`src/rtl/uart_receiver.sv`:
```
// 8N1 UART receiver, LSB first: 2-flop rx synchroniser, mid-bit sampling,
// one-cycle recv_ok / frame_error pulses per frame.
module uart_receiver #(
  parameter int CLKS_PER_BIT = 434
) (
  input  logic       clk,
  input  logic       reset,
  input  logic       rx,
  output logic [7:0] recv_data,
  output logic       recv_ok,
  output logic       frame_error,
  output logic       busy
);
  localparam int CW = $clog2(CLKS_PER_BIT);
  localparam logic [CW-1:0] HALF_M1 = CW'(CLKS_PER_BIT / 2 - 1);
  localparam logic [CW-1:0] LAST    = CW'(CLKS_PER_BIT - 1);

  typedef enum logic [2:0] {S_IDLE, S_START, S_DATA, S_STOP, S_BREAK} state_t;

  state_t        r_state, w_next;
  logic          r_rx_m, r_rx_s;
  logic [CW-1:0] r_cnt;
  logic [2:0]    r_idx;
  logic [7:0]    r_sh;
  logic [7:0]    r_recv_data;
  logic          r_recv_ok, r_frame_error;
  logic          w_half, w_last, w_shift, w_ok, w_ferr, w_busy;

  assign w_half = (r_cnt == HALF_M1);
  assign w_last = (r_cnt == LAST);

  always_ff @(posedge clk) begin
    if (reset) begin
      r_rx_m <= 1'b1;
      r_rx_s <= 1'b1;
    end else begin
      r_rx_m <= rx;
      r_rx_s <= r_rx_m;
    end
  end

  always_ff @(posedge clk) begin
    if (reset) r_state <= S_IDLE;
    else       r_state <= w_next;
  end

  always_comb begin
    w_next = r_state;
    case (r_state)
      S_IDLE:  if (!r_rx_s) w_next = S_START;
      S_START: if (w_half) w_next = r_rx_s ? S_IDLE : S_DATA;
      S_DATA:  if (w_last && r_idx == 3'd7) w_next = S_STOP;
      // Leaving STOP at mid-bit lets a start bit with zero idle gap be caught.
      S_STOP:  if (w_last) w_next = r_rx_s ? S_IDLE : S_BREAK;
      S_BREAK: if (r_rx_s) w_next = S_IDLE;
      default: w_next = S_IDLE;
    endcase
  end

  always_comb begin
    w_busy  = (r_state != S_IDLE);
    w_shift = (r_state == S_DATA) && w_last;
    w_ok    = (r_state == S_STOP) && w_last && r_rx_s;
    w_ferr  = (r_state == S_STOP) && w_last && !r_rx_s;
  end

  always_ff @(posedge clk) begin
    if (reset) begin
      r_cnt         <= '0;
      r_idx         <= '0;
      r_sh          <= '0;
      r_recv_data   <= '0;
      r_recv_ok     <= 1'b0;
      r_frame_error <= 1'b0;
    end else begin
      r_recv_ok     <= w_ok;
      r_frame_error <= w_ferr;
      if (w_ok) r_recv_data <= r_sh;
      if (w_shift) begin
        r_sh  <= {r_rx_s, r_sh[7:1]};
        r_idx <= r_idx + 3'd1;
      end
      case (r_state)
        S_START: begin
          r_cnt <= w_half ? '0 : r_cnt + CW'(1);
          r_idx <= '0;
        end
        S_DATA, S_STOP: r_cnt <= w_last ? '0 : r_cnt + CW'(1);
        default:        r_cnt <= '0;
      endcase
    end
  end

  assign recv_data   = r_recv_data;
  assign recv_ok     = r_recv_ok;
  assign frame_error = r_frame_error;
  assign busy        = w_busy;
endmodule

```
`config.mk`:
```
export PLATFORM = sky130hd
export DESIGN_NAME = uart_receiver
export DESIGN_NICKNAME = d
export VERILOG_FILES = /design/src/rtl/uart_receiver.sv
export SDC_FILE = /design/constraint.sdc
export NUM_CORES = 1
export LEC_CHECK = 0
export CORE_ASPECT_RATIO = 0.5
export CORE_MARGIN = 5
export CORE_UTILIZATION = 30
export CTS_CLUSTER_DIAMETER = 150
export DETAILED_ROUTE_END_ITERATION = 10
export PLACE_DENSITY = 0.47
export SYNTH_ARGS = -nofsm -noshare
export SYNTH_HDL_FRONTEND = slang
export SYNTH_SLANG_ARGS = --single-unit
export TNS_END_PERCENT = 100
```
`constraint.sdc`:
```
create_clock -name clk -period 2.5 [get_ports clk]
set_input_delay 0.25 -clock clk [delete_from_list [all_inputs] [get_ports clk]]
set_output_delay 0.25 -clock clk [all_outputs]
set_load 0.02 [all_outputs]
```
==> impl_metrics.env <==
export IMPL_status="finished, final reports clean"
export IMPL_die_h_microns=60.2
export IMPL_power_mw=1.10
export IMPL_finalWirelength_microns=2730
export IMPL_min_path_cells=1
export IMPL_diodes=0
export IMPL_cp_start_kind="flip-flop"
export IMPL_power_density_nw_per_um2=620
export IMPL_drive_above_1_share_pct=8.48
export IMPL_worst_r2r_endpoint="r_idx[1]$_SDFFE_PP0P_"
export IMPL_worstHoldPathType="reg -> reg"
export IMPL_ctsHoldBuffers=0
export IMPL_reg2reg_from="r_cnt[0]$_SDFF_PP0_"
export IMPL_timing_reg2reg_setup_slack_ns=0.72
export IMPL_htree_levels=2
export IMPL_leakage_nw=0.734
export IMPL_p_clk_share_pct=35.0
export IMPL_grt_max_degree=18
export IMPL_initial_utilization_pct=30.8
export IMPL_cap_violations=0
export IMPL_tritoncts="yes"
export IMPL_nNetsFinal=172
export IMPL_nFillCells=529
export IMPL_numCtsBuffers=5
export IMPL_swShare_pct=25.1
export IMPL_reg2regPathDepth=5
export IMPL_place_hpwl_microns=1880
export IMPL_clkLatencyLatePin_ns=0.28
export IMPL_ys_seq_area_share_pct=46.4
export IMPL_syn_to_final_growth_pct=17.8
export IMPL_p_int_mw=0.826
export IMPL_coreArea_sq_um=4910
export IMPL_fmax_mhz=540
export IMPL_cp_max_fo=11
export IMPL_ys_warn_count=0
export IMPL_drt_pass1_iter_count=4
export IMPL_via_count=1029
export IMPL_min_period_ns=1.85
export IMPL_holdPathEnd="r_rx_s$_SDFF_PP1_"
export IMPL_grt_setup_unrepaired="no"
export IMPL_detail_route_antenna_nets=0
export IMPL_route_detailed_wl_per_inst_microns=11.6
export IMPL_synth_area_sq_um=1510
export IMPL_ios=14
export IMPL_switchingPower_mw=0.276
export IMPL_port_buffers=13
export IMPL_num_rows=18
export IMPL_min_period_over_period_pct=74.0
export IMPL_vdd_drop_max_mv=0.203
export IMPL_syn_avg_cell_area_sq_um=10.0
export IMPL_crit_type="reg -> out"
export IMPL_worstPathRequired_ns=2.25
export IMPL_yosysUniqueCellTypes=32
export IMPL_cts_num_sinks=35
export IMPL_finalSetupTns_ns=0
export IMPL_die_x_microns=110
export IMPL_setup_violations=0
export IMPL_vias_per_cell=4.38
export IMPL_worstMarginPinSlew_ns=0.517
export IMPL_finClkSkew_ns=0.00629
export IMPL_slew_violations=0
export IMPL_synthCells=151
export IMPL_synth_seq_cells=35
export IMPL_die_area_sq_um=6640
export IMPL_grt_util_all_layers_pct=9.08
export IMPL_grt_pass1_wl_microns=4570
export IMPL_first_iter_violations=54
export IMPL_worstPathArrival_ns=1.60
export IMPL_grt_pass1_vias=1012
export IMPL_cts_root_buf="clkbuf_8"
export IMPL_clk_path_buf_depth=2
export IMPL_antenna_found_initial=0
export IMPL_gp_congestion=0.658
export IMPL_cts_post_setup_buffers_inserted=0
export IMPL_p_seq_share_pct=54.0
export IMPL_grt_ovfl_total=0
export IMPL_syn_nets=159
export IMPL_pwr_share_comb_pct=11.0
export IMPL_clkTransAtPathRegs_ns=0.07
export IMPL_max_slew_margin_pct=65.4
export IMPL_route_detailed_drc=0
export IMPL_hp_start="r_rx_m$_SDFF_PP1_"
export IMPL_endpoint_kind="output pin"
export IMPL_hold_viol=0
export IMPL_post_cts_resized=0
## power groups by stage
| stage | sequential [mW] | combinational, mW | clock (mW) |
|---|---|---|---|
| floorplan | 0.587 | 0.107 | 0 |
| global placement | 0.608 | 0.122 | 0 |
| global route | 0.598 | 0.136 | 0.426 |
| finish | 0.596 | 0.121 | 0.385 |
| CTS | 0.595 | 0.124 | 0.401 |
| detailed placement | 0.608 | 0.123 | 0 |
## worst max path at each step
stage	start	endpoint	slack, ns	depth (start not counted)
floorplan	r_cnt[0]$_SDFF_PP0_	r_sh[0]$_SDFFE_PP0P_	0.80	6
global placement	r_cnt[0]$_SDFF_PP0_	r_sh[6]$_SDFFE_PP0P_	0.75	5
detailed placement	r_cnt[0]$_SDFF_PP0_	r_idx[1]$_SDFFE_PP0P_	0.73	5
CTS	r_state[0]$_SDFFE_PP0P_	busy	0.64	2
global route	r_state[0]$_SDFFE_PP0P_	busy	0.57	2
finish	r_state[0]$_SDFFE_PP0P_	busy	0.65	2
## layout make-up
cell class | count | area (sq um) | area share [%]
repair buffers | 14 | 138 | 7.74
inverters | 4 | 15.0 | 0.844
clock buffers | 7 | 76.3 | 4.29
multi-input cells | 104 | 757 | 42.5
well taps | 70 | 87.6 | 4.92
flip-flops and latches | 35 | 701 | 39.4
clock inverters | 1 | 5.00 | 0.281
## through the flow
stage	instances	cell area (sq um)	worst slack, ns	util [%]	hold WS (ns)
2_1_floorplan	151	1510	0.804	-	0.354
3_3_place_gp	227	1700	0.751	34.6	0.393
3_5_place_dp	227	1700	0.726	34.6	0.398
4_1_cts	235	1780	0.638	36.2	0.414
5_1_grt	235	1780	0.573	36.2	0.420
6_report	235	1780	0.650	36.2	0.412
## flip-flops by register name (all words and copies together) (netlist names)
| register | count |
|---|---|
| frame_error | 1 |
| r_rx_m | 1 |
| recv_data | 8 |
| r_idx | 3 |
| recv_ok | 1 |
| r_cnt | 9 |
| r_sh | 8 |
| r_state | 3 |
| r_rx_s | 1 |
## layout by cell type, fill, tap and decap left out, drive strengths merged, types with 2 or more instances in the layout
master | Yosys | layout
nor3b | 2 | 2
mux2i | 20 | 20
clkbuf | 7 | 7
xnor2 | 6 | 6
or2 | 3 | 3
nor2b | 3 | 3
clkdlybuf4s50 | 0 | 13
o21ai | 4 | 4
nand2 | 3 | 3
inv | 4 | 4
nor2 | 32 | 32
nor3 | 3 | 3
and3 | 3 | 3
xor2 | 3 | 3
ha | 5 | 5
nand4bb | 2 | 2
nand3 | 3 | 3
dfxtp | 35 | 35
nand4b | 3 | 3
## cell families (layout without fill, tap and decap cells)
| group | count (synthesis) | after routing | synth area share (%) |
|---|---|---|---|
| xor+xnor | 9 | 9 | 5.22 |
| simple gates | 62 | 62 | 23.9 |
| fa+ha+maj | 5 | 5 | 4.14 |
| buf+inv | 12 | 26 | 3.48 |
| mux | 21 | 21 | 14.0 |
| flops | 35 | 35 | 46.4 |
| compound gates | 7 | 7 | 2.90 |
## worst max-delay path: stages, from the launching register on
cell	delay [ns]
dfxtp_1	0.41
or3_1	0.37
clkdlybuf4s50_1	0.54
## cells in the mapped netlist
cell type	n	share of area, %
or4_4	1	0.75
ha_1	5	4.1
dfxtp_1	35	46
nand2_1	3	0.75
nand2b_1	1	0.41
nor3_1	2	0.66
nor2_1	32	8.0
xnor2_1	6	3.5
o21ai_1	2	0.66
or3_1	1	0.41
nor4_1	1	0.41
nand4_1	1	0.41
o211ai_1	1	0.50
mux2i_1	20	13
nand4b_1	2	1.2
nand3_1	3	0.99
nor3_4	1	1.1
mux2_1	1	0.75
nor2b_1	3	1.2
buf_6	1	0.75
o21ai_0	2	0.66
nand4b_4	1	1.6
o22a_1	1	0.58
nand4bb_1	1	0.75
nor3b_1	2	0.99
nand4bb_4	1	1.8
a21o_1	1	0.50
xor2_1	3	1.7
clkbuf_1	7	1.7
inv_1	4	0.99
or2_2	3	1.2
and3_1	3	1.2
## layer usage
| layer | track usage (%) | wire length (microns) | up-vias |
|---|---|---|---|
| met4 | 4.21 | 27 | 0 |
| met5 | 0 | 0 | - |
| met3 | 3.24 | 117 | 2 |
| li1 | - | - | 532 |
| met2 | 14.8 | 1240 | 15 |
| met1 | 10.8 | 1350 | 480 |
Power figures use the tool's default switching activity.
==> patch 1, RTL diff (config.mk and constraints unchanged) <==
Encoding of `state_t`: now one-hot (5 bits for 5 states).
--- a/src/rtl/uart_receiver.sv
+++ b/src/rtl/uart_receiver.sv
@@ -15,7 +15,7 @@
   localparam logic [CW-1:0] HALF_M1 = CW'(CLKS_PER_BIT / 2 - 1);
   localparam logic [CW-1:0] LAST    = CW'(CLKS_PER_BIT - 1);
 
-  typedef enum logic [2:0] {S_IDLE, S_START, S_DATA, S_STOP, S_BREAK} state_t;
+  typedef enum logic [4:0] {S_IDLE = 5'b00001, S_START = 5'b00010, S_DATA = 5'b00100, S_STOP = 5'b01000, S_BREAK = 5'b10000} state_t;
 
   state_t        r_state, w_next;
   logic          r_rx_m, r_rx_s;
Formal check against the unedited RTL: same outputs for any inputs over 10 cycles, from zero or initial values and one cycle with reset high; not proved beyond that.
==> patch 1 against the unedited design <==
  * Sequential cell count grew 2
  * Clock skew shrank 0.0019 ns
  * Register-to-register slack lost 0.19 ns
  * Routed wire length grew 5.8%
  * Power grew 18%
  * Area after synthesis grew 3.8%
  * Critical path depth grew 5
  * Die area grew 3.3%
  * Worst setup slack lost 0.12 ns
  * Final area grew 6.2%
  * Hold slack lost 0.0032 ns
  * Global-route usage grew 0.35 points
  * Non-clock buffer count grew 1
  * Largest power group unchanged
==> patch 1: results <==
[grt]
grt_pass1_wl_um = 5090
grt_use_total_pct = 9.43
grt_start_max_net_pins = 26
grt_pass1_vias = 1136

[yosys]
synth.distinct_cells = 38
yosysSeqAreaShare_pct = 47.2
synth_xor_area_share_pct = 5.03
synth_fa_ha_area_share_pct = 3.99
synth_compound_area_share_pct = 6.38
synth_top_cells_by_count = 37 x dfxtp_1, 30 x nor2_1, 18 x mux2i_1
yosys-top-cells-area = dfxtp_1 47%, mux2i_1 11%, nor2_1 7.2%
post_synth_mux_area_share_pct = 11.5
syn-num-nets = 167

[critical_path]
critPathArrivalTime_ns = 2.18
critPathSlowestCell = or4_4
slowest_delay_ns = 0.44
cp_max_fo = 7
cpLargestDelayFamily = simple AND/OR/NAND/NOR gates

[clock_tree]
htreeDepth = 2
cts_buffer_depth = 2

[timing]
tightest_slew_ns = 0.528
hold_viol_final = 0
fin_skew_ns = 0.00441
fin_crit_ns = 1.97
setup_viol = 0

[place]
pre_cts_slack_ns = 0.550
hpwl_um = 1990
gp_congestion = 0.769
dpl_cell_area_mm2 = 0.00177

[power]
ir_drop_mv = 0.232
p_leak_uw = 0.000731

[cells_and_area]
layout-drive-gt1-share_pct = 10.8
fin_nets = 183

[drt]
wirelength_um = 2890
drt_iter0_markers = 28
avgViaCountPerCell = 4.75

[status]
status = finished clean
[patch 1: cells by family (layout without fill, tap and decap cells)]
kind of cell               after synthesis  count (layout)
and+or+nand+nor                         68              68
DFF                                     37              37
muxes                                   18              18
AOI/OAI and AO/OA                       12              12
buffers and inverters                   10              27
xor gates and xnor gates                 9               9
adders and majority gates                5               5
[patch 1: metrics by stage]
stage / total power (uW) / hold slack (ns) / std cells
detailed placement: 780 / 0.394 / 238
finish: 1300 / 0.409 / 246
floorplan: 736 / 0.354 / 159
global route: 1360 / 0.437 / 246
CTS: 1320 / 0.411 / 246
global placement: 781 / 0.400 / 238
[patch 1: where the power goes]
group / switching, uW / total [uW] / leakage [uW] / internal [uW]
clock: 208 / 533 / 0.0000585 / 325
combinational: 80.4 / 147 / 0.000373 / 67.0
sequential: 16.0 / 619 / 0.000299 / 603
[patch 1: routing by layer]
metal	share of wire (%)	wire (um)	GRT usage (%)
met4	1.9	56	5.82
met3	5.1	148	3.24
met1	47	1350	10.6
met5	0	0	0
met2	46	1340	16.1
[patch 1: path summary, 6_finish.rpt]
kind | slack, ns | start | depth (start not counted) | endpoint
setup reg to reg | 0.53 | r_cnt[0]$_SDFF_PP0_ | 7 | r_state[4]$_SDFFE_PP0P_
setup / recovery | 0.53 | r_cnt[0]$_SDFF_PP0_ | 7 | r_state[4]$_SDFFE_PP0P_
hold reg to reg | 0.41 | r_rx_m$_SDFF_PP1_ | 1 | r_rx_s$_SDFF_PP1_
hold / removal | 0.41 | r_rx_m$_SDFF_PP1_ | 1 | r_rx_s$_SDFF_PP1_
[patch 1: cell type report]
cell class	instances	area, um^2
tap	70	87.6
inverter	4	15.0
clock inverter	1	30.0
multi-input combinational	112	785
clock buffer	7	86.3
timing repair buffer	15	145
fill	513	3110
sequential	37	741
==> patch 2, RTL diff (same settings) <==
Without the edit above. `CLKS_PER_BIT`: 434 -> 868.
--- a/src/rtl/uart_receiver.sv
+++ b/src/rtl/uart_receiver.sv
@@ -1,7 +1,7 @@
 // 8N1 UART receiver, LSB first: 2-flop rx synchroniser, mid-bit sampling,
 // one-cycle recv_ok / frame_error pulses per frame.
 module uart_receiver #(
-  parameter int CLKS_PER_BIT = 434
+  parameter int CLKS_PER_BIT = 868
 ) (
   input  logic       clk,
   input  logic       reset,
Check against the original RTL: same outputs for any inputs over 10 cycles, from zero or initial values and one cycle with reset high; that may be too few to reach the edited logic, so the function may still have changed.
==> patch 2 against the unedited design <==
  * Routed wire length fell by 0.48%
  * Final area is 5.3% higher
  * Worst setup slack got worse by 0.18 ns
  * Non-clock buffer count increased by 1
  * Area after synthesis up 4.1%
  * Highest routed layer unchanged
  * Sequential cell count up 1
  * Power grew 12%
  * Sequential share of layout area shrank 0.93 points
==> patch 2: results <==
[cells_and_area]
largest_reg_flops = 10
fin_nets = 181
layout-drive-gt1-share_pct = 10.3
fillers = 516
num_antenna_cells = 0

[yosys]
synth_top_cells_by_count = 36 x dfxtp_1, 21 x nand2_1, 21 x nor2_1
synth_cells = 159
yosysSeqAreaShare_pct = 45.8
yosys-top-cells-area = dfxtp_1 46%, mux2i_1 12%, nand2_1 5.0%
post_synth_mux_area_share_pct = 12.1
synth_compound_area_share_pct = 6.13
synth_fa_ha_area_share_pct = 3.18
synth_xor_area_share_pct = 5.57
syn-num-nets = 166
synth.distinct_cells = 35

[drt]
drt-met1-wl_um = 1410
wl_met3_um = 130
wl_per_cell_um = 11.1
drt_iter0_markers = 34
wirelength_um = 2720
avgViaCountPerCell = 4.42
top_layer = met4
dr_wl_met2_um = 1140

[critical_path]
critPathSlowestCell = and4_1
cp_max_fo = 8
critPathArrivalTime_ns = 2.25
slowest_delay_ns = 0.56

[timing]
setup_ws_ns = 0.469
fin_skew_ns = 0.00643
slew_headroom_pct = 66.8

[grt]
grt_start_max_net_pins = 20
grt_antenna_before_repair = 0
grt_pass1_wl_um = 5040
grt_use_total_pct = 9.34
grt_pass1_vias = 1062

[clock_tree]
cts_buffer_depth = 2
numCtsBuffers = 5
clk_latency_ns = 0.29
cts_repair_resize_count = 0
htreeDepth = 2

[power]
ir_drop_mv = 0.269
p_leak_uw = 0.000654

[place]
dp.cells = 237
hpwl_um = 1950
gp_congestion = 0.787
pre_cts_slack_ns = 0.477
io_buffers = 13

[status]
status = finished clean
patch 2: area by class of cell:
class | instances | area, um^2 | area share [%]
Inverter | 4 | 15.0 | 0.801
Clock inverter | 2 | 35.0 | 1.87
Timing Repair Buffer | 15 | 145 | 7.74
Clock buffer | 6 | 72.6 | 3.87
Multi-Input combinational cell | 112 | 798 | 42.6
Tap cell | 70 | 87.6 | 4.67
Sequential cell | 36 | 721 | 38.5
patch 2: path summary, 6_finish.rpt:
check / to / depth (start not counted) / startpoint / slack (ns)
hold reg to reg: r_rx_s$_SDFF_PP1_ / 1 / r_rx_m$_SDFF_PP1_ / 0.42
setup reg to reg: recv_data[6]$_SDFFE_PP0P_ / 5 / r_cnt[0]$_SDFF_PP0_ / 0.47
hold / removal: r_rx_s$_SDFF_PP1_ / 1 / r_rx_m$_SDFF_PP1_ / 0.42
setup / recovery: recv_data[6]$_SDFFE_PP0P_ / 5 / r_cnt[0]$_SDFF_PP0_ / 0.47
patch 2: logic make-up after synthesis:
group | after synthesis
simple gates | 70
flops | 36
mux | 19
buf+inv | 11
xor+xnor | 10
compound gates | 9
fa+ha+maj | 4
patch 2: worst max-delay path, delay by kind of cell (launching register included):
kind / cells / cell delay (ns)
muxes: 1 / 0.23
adders and majority gates: 1 / 0.22
DFF: 1 / 0.40
and+or+nand+nor: 3 / 1.12
patch 2: layer usage:
metal  global-route usage [%]  vias to the layer above
met2                     14.7                       13
met1                     11.4                      486
li1                         -                      576
met4                     4.11                        0
met5                        0                        -
met3                     4.02                        7
patch 2: stage by stage:
stage | power, uW | area [um^2]
2_1_floorplan | 705 | 1570
3_3_place_gp | 741 | 1770
3_5_place_dp | 740 | 1770
4_1_cts | 1250 | 1870
5_1_grt | 1290 | 1870
6_report | 1230 | 1870
patch 2: power breakdown:
part	total (uW)	internal (uW)	switching, uW
Combinational	120	51.2	68.8
Sequential	606	583	22.8
Clock	504	296	208
